<file path="config.mk">
export PLATFORM = sky130hd
export DESIGN_NAME = cl_frame_capture_ctrl_flat
export DESIGN_NICKNAME = d
export VERILOG_FILES = /design/src/rtl/cl_frame_capture_ctrl_if.sv /design/src/rtl/cl_frame_capture_ctrl.sv /design/src/flat_wrapper.sv
export SDC_FILE = /design/constraint.sdc
export NUM_CORES = 1
export LEC_CHECK = 0
export CORE_UTILIZATION = 30
export CTS_BUF_LIST = sky130_fd_sc_hd__clkbuf_4
export CTS_CLUSTER_SIZE = 16
export DETAILED_ROUTE_END_ITERATION = 8
export MAX_ROUTING_LAYER = met4
export SLEW_MARGIN = 20
export SYNTH_ARGS = -nofsm -noshare
export SYNTH_HDL_FRONTEND = slang
export SYNTH_SLANG_ARGS = --single-unit
</file>
<file path="constraint.sdc">
create_clock -name M_AXIS_ACLK -period 2.7 [get_ports M_AXIS_ACLK]
set_clock_uncertainty 0.1 [all_clocks]
set_input_delay 0.27 -clock M_AXIS_ACLK [delete_from_list [all_inputs] [get_ports M_AXIS_ACLK]]
set_output_delay 0.27 -clock M_AXIS_ACLK [all_outputs]
set_load 0.005 [all_outputs]
</file>
<file path="src/rtl/cl_frame_capture_ctrl_if.sv">
// Capture-controller signal bundle: CL words, run control and config in; gated CL words and run status out.
// slave = the capture controller, master = deserializer/software side driving it.
interface cl_frame_capture_ctrl_if #(
    parameter int C_CNT_WIDTH = 16
);
    logic [27:0]            CL_DATA;
    logic                   start;
    logic                   stop;
    logic [C_CNT_WIDTH-1:0] cfg_num_frames;
    logic [C_CNT_WIDTH-1:0] cfg_width;
    logic [27:0]            CL_DATA_O;
    logic                   capture_en;
    logic                   pix_valid;
    logic                   sof;
    logic                   eol;
    logic                   busy;
    logic                   done;
    logic [C_CNT_WIDTH-1:0] frame_count;
    logic [C_CNT_WIDTH-1:0] line_count;
    logic                   err_line_len;

    modport slave (
        input  CL_DATA, start, stop, cfg_num_frames, cfg_width,
        output CL_DATA_O, capture_en, pix_valid, sof, eol, busy, done,
               frame_count, line_count, err_line_len
    );

    modport master (
        output CL_DATA, start, stop, cfg_num_frames, cfg_width,
        input  CL_DATA_O, capture_en, pix_valid, sof, eol, busy, done,
               frame_count, line_count, err_line_len
    );
endinterface

</file>
<file path="src/rtl/cl_frame_capture_ctrl.sv">
// Camera Link frame-capture sequencer: gates whole frames only, counts frames/lines/pixels, flags bad line lengths.
// Two-cycle latency; every output is registered and aligned with CL_DATA_O. No backpressure: the CL stream is free-running.
module cl_frame_capture_ctrl #(
    parameter int C_CNT_WIDTH = 16
) (
    input  logic                   M_AXIS_ACLK,
    input  logic                   M_AXIS_ARESETN,
    cl_frame_capture_ctrl_if.slave cl
);
    localparam int CW = C_CNT_WIDTH;

    typedef enum logic [1:0] {IDLE, WAIT_GAP, WAIT_SOF, CAPTURE} state_t;

    state_t        state, state_nxt;
    logic [27:0]   q1, q2;
    logic [CW-1:0] nf_r, width_r, pix_cnt, frame_cnt, line_cnt, frame_inc;
    logic          stop_pend, cap_r, sof_r, eol_r, pv_r, done_r, busy_r, err_r;
    logic          f1, f2, l1, l2, d1;
    logic          fval_rise, fval_fall, lval_rise, lval_fall;
    logic          start_ok, frame_last, frame_end, line_end;
    logic          cap_nxt, sof_nxt, done_nxt, pv_nxt;

    // Edges are taken between the two pipeline stages so decisions land exactly on the q2 word.
    assign f1 = q1[26];
    assign l1 = q1[25];
    assign d1 = q1[24];
    assign f2 = q2[26];
    assign l2 = q2[25];
    assign fval_rise = f1 & ~f2;
    assign fval_fall = ~f1 & f2;
    assign lval_rise = l1 & ~l2;
    assign lval_fall = ~l1 & l2;

    assign start_ok   = (state == IDLE) && cl.start && !cl.stop;
    assign frame_inc  = frame_cnt + 1'b1;
    assign frame_last = ((nf_r != '0) && (frame_inc == nf_r)) || stop_pend || cl.stop;

    always_ff @(posedge M_AXIS_ACLK or negedge M_AXIS_ARESETN) begin
        if (!M_AXIS_ARESETN) state <= IDLE;
        else                 state <= state_nxt;
    end

    always_comb begin
        state_nxt = state;
        case (state)
            IDLE:     if (start_ok) state_nxt = WAIT_GAP;
            WAIT_GAP: if (cl.stop) state_nxt = IDLE;
                      else if (!f1) state_nxt = WAIT_SOF;
            WAIT_SOF: if (cl.stop) state_nxt = IDLE;
                      else if (fval_rise) state_nxt = CAPTURE;
            CAPTURE:  if (fval_fall) state_nxt = frame_last ? IDLE : WAIT_SOF;
            default:  state_nxt = IDLE;
        endcase
    end

    always_comb begin
        cap_nxt   = (state_nxt == CAPTURE);
        sof_nxt   = (state != CAPTURE) && (state_nxt == CAPTURE);
        done_nxt  = (state != IDLE) && (state_nxt == IDLE);
        pv_nxt    = cap_nxt && l1 && d1;
        frame_end = (state == CAPTURE) && fval_fall;
        // A line still open when FVAL drops is closed as a truncated line.
        line_end  = (state == CAPTURE) && (lval_fall || (fval_fall && l1));
    end

    always_ff @(posedge M_AXIS_ACLK or negedge M_AXIS_ARESETN) begin
        if (!M_AXIS_ARESETN) begin
            q1        <= '0;
            q2        <= '0;
            cap_r     <= 1'b0;
            sof_r     <= 1'b0;
            eol_r     <= 1'b0;
            pv_r      <= 1'b0;
            done_r    <= 1'b0;
            busy_r    <= 1'b0;
            err_r     <= 1'b0;
            stop_pend <= 1'b0;
            nf_r      <= '0;
            width_r   <= '0;
            pix_cnt   <= '0;
            frame_cnt <= '0;
            line_cnt  <= '0;
        end else begin
            q1     <= cl.CL_DATA;
            q2     <= q1;
            cap_r  <= cap_nxt;
            sof_r  <= sof_nxt;
            eol_r  <= line_end;
            pv_r   <= pv_nxt;
            done_r <= done_nxt;
            busy_r <= (state_nxt != IDLE);

            if (lval_rise)   pix_cnt <= pv_nxt ? CW'(1) : '0;
            else if (pv_nxt) pix_cnt <= pix_cnt + 1'b1;

            if (start_ok) begin
                nf_r      <= cl.cfg_num_frames;
                width_r   <= cl.cfg_width;
                frame_cnt <= '0;
                line_cnt  <= '0;
                err_r     <= 1'b0;
                stop_pend <= 1'b0;
            end else begin
                if (done_nxt)                            stop_pend <= 1'b0;
                else if ((state == CAPTURE) && cl.stop)  stop_pend <= 1'b1;
                if (frame_end) frame_cnt <= frame_inc;
                if (sof_nxt)       line_cnt <= '0;
                else if (line_end) line_cnt <= line_cnt + 1'b1;
                if (line_end && (pix_cnt != width_r)) err_r <= 1'b1;
            end
        end
    end

    assign cl.CL_DATA_O    = q2;
    assign cl.capture_en   = cap_r;
    assign cl.pix_valid    = pv_r;
    assign cl.sof          = sof_r;
    assign cl.eol          = eol_r;
    assign cl.busy         = busy_r;
    assign cl.done         = done_r;
    assign cl.frame_count  = frame_cnt;
    assign cl.line_count   = line_cnt;
    assign cl.err_line_len = err_r;
endmodule
</file>
<file path="src/flat_wrapper.sv">
// flat-port wrapper written by rule: the top's interface ports become plain ports
module cl_frame_capture_ctrl_flat 
#(
    parameter int C_CNT_WIDTH = 16
)
  (M_AXIS_ACLK, M_AXIS_ARESETN, cl_CL_DATA, cl_start, cl_stop, cl_cfg_num_frames, cl_cfg_width, cl_CL_DATA_O, cl_capture_en, cl_pix_valid, cl_sof, cl_eol, cl_busy, cl_done, cl_frame_count, cl_line_count, cl_err_line_len);
  cl_frame_capture_ctrl_if #(.C_CNT_WIDTH(C_CNT_WIDTH)) cl_i ();
  input  logic M_AXIS_ACLK;
  input  logic M_AXIS_ARESETN;
  input wire logic [$bits(cl_i.CL_DATA)-1:0] cl_CL_DATA;
  input wire logic [$bits(cl_i.start)-1:0] cl_start;
  input wire logic [$bits(cl_i.stop)-1:0] cl_stop;
  input wire logic [$bits(cl_i.cfg_num_frames)-1:0] cl_cfg_num_frames;
  input wire logic [$bits(cl_i.cfg_width)-1:0] cl_cfg_width;
  output wire logic [$bits(cl_i.CL_DATA_O)-1:0] cl_CL_DATA_O;
  output wire logic [$bits(cl_i.capture_en)-1:0] cl_capture_en;
  output wire logic [$bits(cl_i.pix_valid)-1:0] cl_pix_valid;
  output wire logic [$bits(cl_i.sof)-1:0] cl_sof;
  output wire logic [$bits(cl_i.eol)-1:0] cl_eol;
  output wire logic [$bits(cl_i.busy)-1:0] cl_busy;
  output wire logic [$bits(cl_i.done)-1:0] cl_done;
  output wire logic [$bits(cl_i.frame_count)-1:0] cl_frame_count;
  output wire logic [$bits(cl_i.line_count)-1:0] cl_line_count;
  output wire logic [$bits(cl_i.err_line_len)-1:0] cl_err_line_len;
  assign cl_i.CL_DATA = cl_CL_DATA;
  assign cl_i.start = cl_start;
  assign cl_i.stop = cl_stop;
  assign cl_i.cfg_num_frames = cl_cfg_num_frames;
  assign cl_i.cfg_width = cl_cfg_width;
  assign cl_CL_DATA_O = cl_i.CL_DATA_O;
  assign cl_capture_en = cl_i.capture_en;
  assign cl_pix_valid = cl_i.pix_valid;
  assign cl_sof = cl_i.sof;
  assign cl_eol = cl_i.eol;
  assign cl_busy = cl_i.busy;
  assign cl_done = cl_i.done;
  assign cl_frame_count = cl_i.frame_count;
  assign cl_line_count = cl_i.line_count;
  assign cl_err_line_len = cl_i.err_line_len;
  cl_frame_capture_ctrl #(.C_CNT_WIDTH(C_CNT_WIDTH)) u_core (.M_AXIS_ACLK(M_AXIS_ACLK), .M_AXIS_ARESETN(M_AXIS_ARESETN), .cl(cl_i));
endmodule
</file>
==> flow_summary.yaml <==
run_status:
  status: "finished clean"
global_route:
  grt.total_usage_pct: 16.42
  gr-total-overflow: 0
  grt_first_pass_wirelength_um: 25230
  antenna_found_initial: 1
  grt_pass1_vias: 4909
  grt_max_degree: 61
power:
  ir_drop_mv: 0.3092
  pwr_density_cell_nw_per_um2: 680.5
  swShare_pct: 31.79
  power.total_uw: 5783
  p_int_uw: 3945
  p_clk_share_pct: 26.2
  power_leakage_uw: 0.003636
  pwr-share-comb_pct: 24.1
  switchingPower_uw: 1838
  seq_power_share_pct: 49.7
yosys:
  synth_fp_nets: 585
  synth_compound_area_share_pct: 6.311
  synthMuxAreaShare_pct: 6.764
  ys_seq_area_share_pct: 60.22
  synthDistinctLibCells: 53
  synth_top_family_by_area: "simple AND/OR/NAND/NOR gates"
  syn_avg_cell_area_um2: 11.71
  yosysWarnings: 0
  synth-edff-count: 0
  synth-xor-area-share_pct: 9.095
  yosys.area_share.simple_pct: 14.91
  synth_flop_cell: "dfrtp_1"
  syn_area_um2: 6067
  async_reset_ff_share_pct: 100.0
  yosys.area_share.adder_pct: 0.6187
  synth-seq-cells: 146
  synthesis.instances: 518
clock_network:
  cts.clk_slew.worst_paths_ns: 0.14
  cts.sink_count: 146
  clock_latency_ns: 0.56
  cts_tree: "built"
  cts_setup_buffers: 0
  htree_levels: 4
  cts_buffers: 17
  clockBufferDepth: 2
  cts-root-buf: "clkbuf_4"
drt:
  detail_route.vias_per_cell: 4.609
  antenna_left: 0
  dr_total_vias: 4540
  drcViolationCount: 0
  drt-wirelength-per-cell_um: 15.36
  drt_iter0_drc: 165
  first_pass_iters: 4
  routed_wl_um: 15130
final_layout:
  final_common_cell: "dfrtp_1"
  nNetsFinal: 773
  syn2layout_area_growth_pct: 40.07
  layout-drive-gt1-share_pct: 16.27
  final_cell_mix: "dfrtp_1, clkdlybuf4s50_1, nor2_1"
worst_setup_path:
  worstReg2RegStart: "u_core.cl.frame_count[0]$_DFFE_PN0P_"
  cp.arrival_ns: 2.92
  cp-start-kind: "flip-flop"
  critPathKind: "flip-flop to flip-flop"
  r2r_cells: 8
  cp-end-kind: "flip-flop"
  reg2reg_to: "u_core.cl.busy$_DFF_PN0_"
  max_stage_delay_ns: 0.59
  crit_path_top_delay_cell: "or4_4"
  rrSetupSlack_ns: 0.13
  crit_fanout: 4
  cp_cell_sequence: "ha_1, nand3_2, a311o_1, mux2_2, mux2i_1, o2111ai_1, or4_4, a31o_1"
  critical_path_required_ns: 3.05
timing:
  setup_viol: 0
  post-route-period-util_pct: 95.37
  slew_headroom_pct: 63.56
  worstMarginPinSlew_ns: 0.5466
  finalHoldViolations: 0
  final-max-slew-violation-count: 0
  max_freq_mhz: 388.4
  finalWorstSetupSlack_ns: 0.1251
  period_needed_ns: 2.575
worst_hold_path:
  hp-class: "primary input to flip-flop"
  min_path_cells: 1
  min_from: "cl_CL_DATA[4]"
  holdPathEnd: "u_core.q1[4]$_DFF_PN0_"
place:
  io_buffers: 130
  place_ws_ns: 0.06656
  post-dp-hpwl_um: 11210
  gp_congestion: 0.8631
floorplan:
  die_h_um: 144.2
  ioPinCount: 131
  die_w_um: 144.2
  fp-row-count: 51
  start_util_pct: 30.87
  die-area_um2: 20800
  core_area_um2: 19650
job:
  drv_cap: 0
==> power by group through the flow <==
stage               clock, µW  combinational, µW  sequential, µW
global route             1680               1550            2930
global placement            0               1340            2920
floorplan                   0                786            2830
CTS                      1590               1400            2880
detailed placement          0               1370            2930
finish                   1510               1390            2870
==> logic make-up (layout without fill, tap and decap cells) <==
kind of cell | count (synthesis) | after routing
xor gates and xnor gates | 63 | 63
buffers and inverters | 29 | 230
adders and majority gates | 3 | 3
DFF | 146 | 146
and+or+nand+nor | 178 | 178
other | 0 | 1
muxes | 37 | 37
AOI/OAI and AO/OA | 62 | 62
==> flip-flops by register name, summed over array words and instances, names as in the netlist, 2 cells and up <==
| register | count |
|---|---|
| u_core.cl.CL_DATA_O | 28 |
| u_core.q1 | 28 |
| u_core.cl.frame_count | 16 |
| u_core.cl.line_count | 16 |
| u_core.nf_r | 16 |
| u_core.pix_cnt | 16 |
| u_core.width_r | 16 |
| u_core.state | 2 |
==> final cells by class <==
| class | count | area [µm²] |
|---|---|---|
| fillers | 1923 | 11160 |
| flip-flops and latches | 146 | 3657 |
| multi-input cells | 343 | 2320 |
| repair buffers | 192 | 1848 |
| well taps | 265 | 331.6 |
| clock inverters | 15 | 188.9 |
| clock buffers | 17 | 127.6 |
| inverters | 6 | 22.52 |
| diodes | 1 | 2.502 |
==> synth_stat cells, drive strengths merged (8+ instances only) <==
cell type | instances | area [µm²]
a21oi | 10 | 50.05
and3 | 10 | 63.81
clkbuf | 17 | 63.81
dfrtp | 146 | 3654
mux2 | 32 | 360.4
nand2 | 39 | 146.4
nand3 | 14 | 75.07
nand4 | 12 | 81.33
nor2 | 55 | 206.5
nor3 | 8 | 45.04
nor4 | 9 | 56.30
o21ai | 28 | 140.1
xnor2 | 21 | 183.9
xor2 | 42 | 367.9
==> through the flow <==
stage / util [%] / instance area (µm²) / TNS [ns] / hold WS [ns] / cells
floorplan: - / 6067 / 0 / -0.1256 / 518
global placement: 40.09 / 7880 / 0 / 0.1646 / 925
detailed placement: 40.09 / 7880 / 0 / 0.1703 / 925
CTS: 43.03 / 8457 / 0 / 0.002419 / 983
global route: 43.24 / 8498 / -0.001763 / 0.002522 / 985
finish: 43.24 / 8498 / 0 / 0.06618 / 985
==> metal layers <==
layer  global-route usage (%)  share of wire, %  vias up
met5                        -                 0        -
met4                    5.928               1.3        0
met3                    3.642               3.8       14
met2                    26.70                50      104
met1                    20.05                45     2244
li1                         -                 -     2178
==> worst max path at each step <==
stage | startpoint | endpoint
finish | u_core.cl.frame_count[0]$_DFFE_PN0P_ | u_core.cl.busy$_DFF_PN0_
CTS | u_core.cl.frame_count[4]$_DFFE_PN0P_ | u_core.cl.busy$_DFF_PN0_
global placement | u_core.cl.frame_count[4]$_DFFE_PN0P_ | u_core.cl.busy$_DFF_PN0_
detailed placement | u_core.cl.frame_count[4]$_DFFE_PN0P_ | u_core.state[1]$_DFF_PN0_
floorplan | u_core.cl.frame_count[0]$_DFFE_PN0P_ | u_core.cl.busy$_DFF_PN0_
global route | u_core.cl.frame_count[0]$_DFFE_PN0P_ | u_core.cl.busy$_DFF_PN0_
==> worst max-delay path: cells and delay by family (launching register included) <==
family                   cells  cell delay, ns
flip-flops                   1            0.38
adder cells (fa/ha/maj)      1            0.19
multiplexers                 2            0.38
AND/OR/NAND/NOR              2            0.70
AO/OA/AOI/OAI                3            0.72
==> what timing repair did <==
action                                 4_1_cts  5_1_grt
endpoints found under the hold margin       82        1
resized for setup                            0        8
setup endpoints to repair                    0        3
hold buffers                                26        1
(Power assumes the default switching activity.)
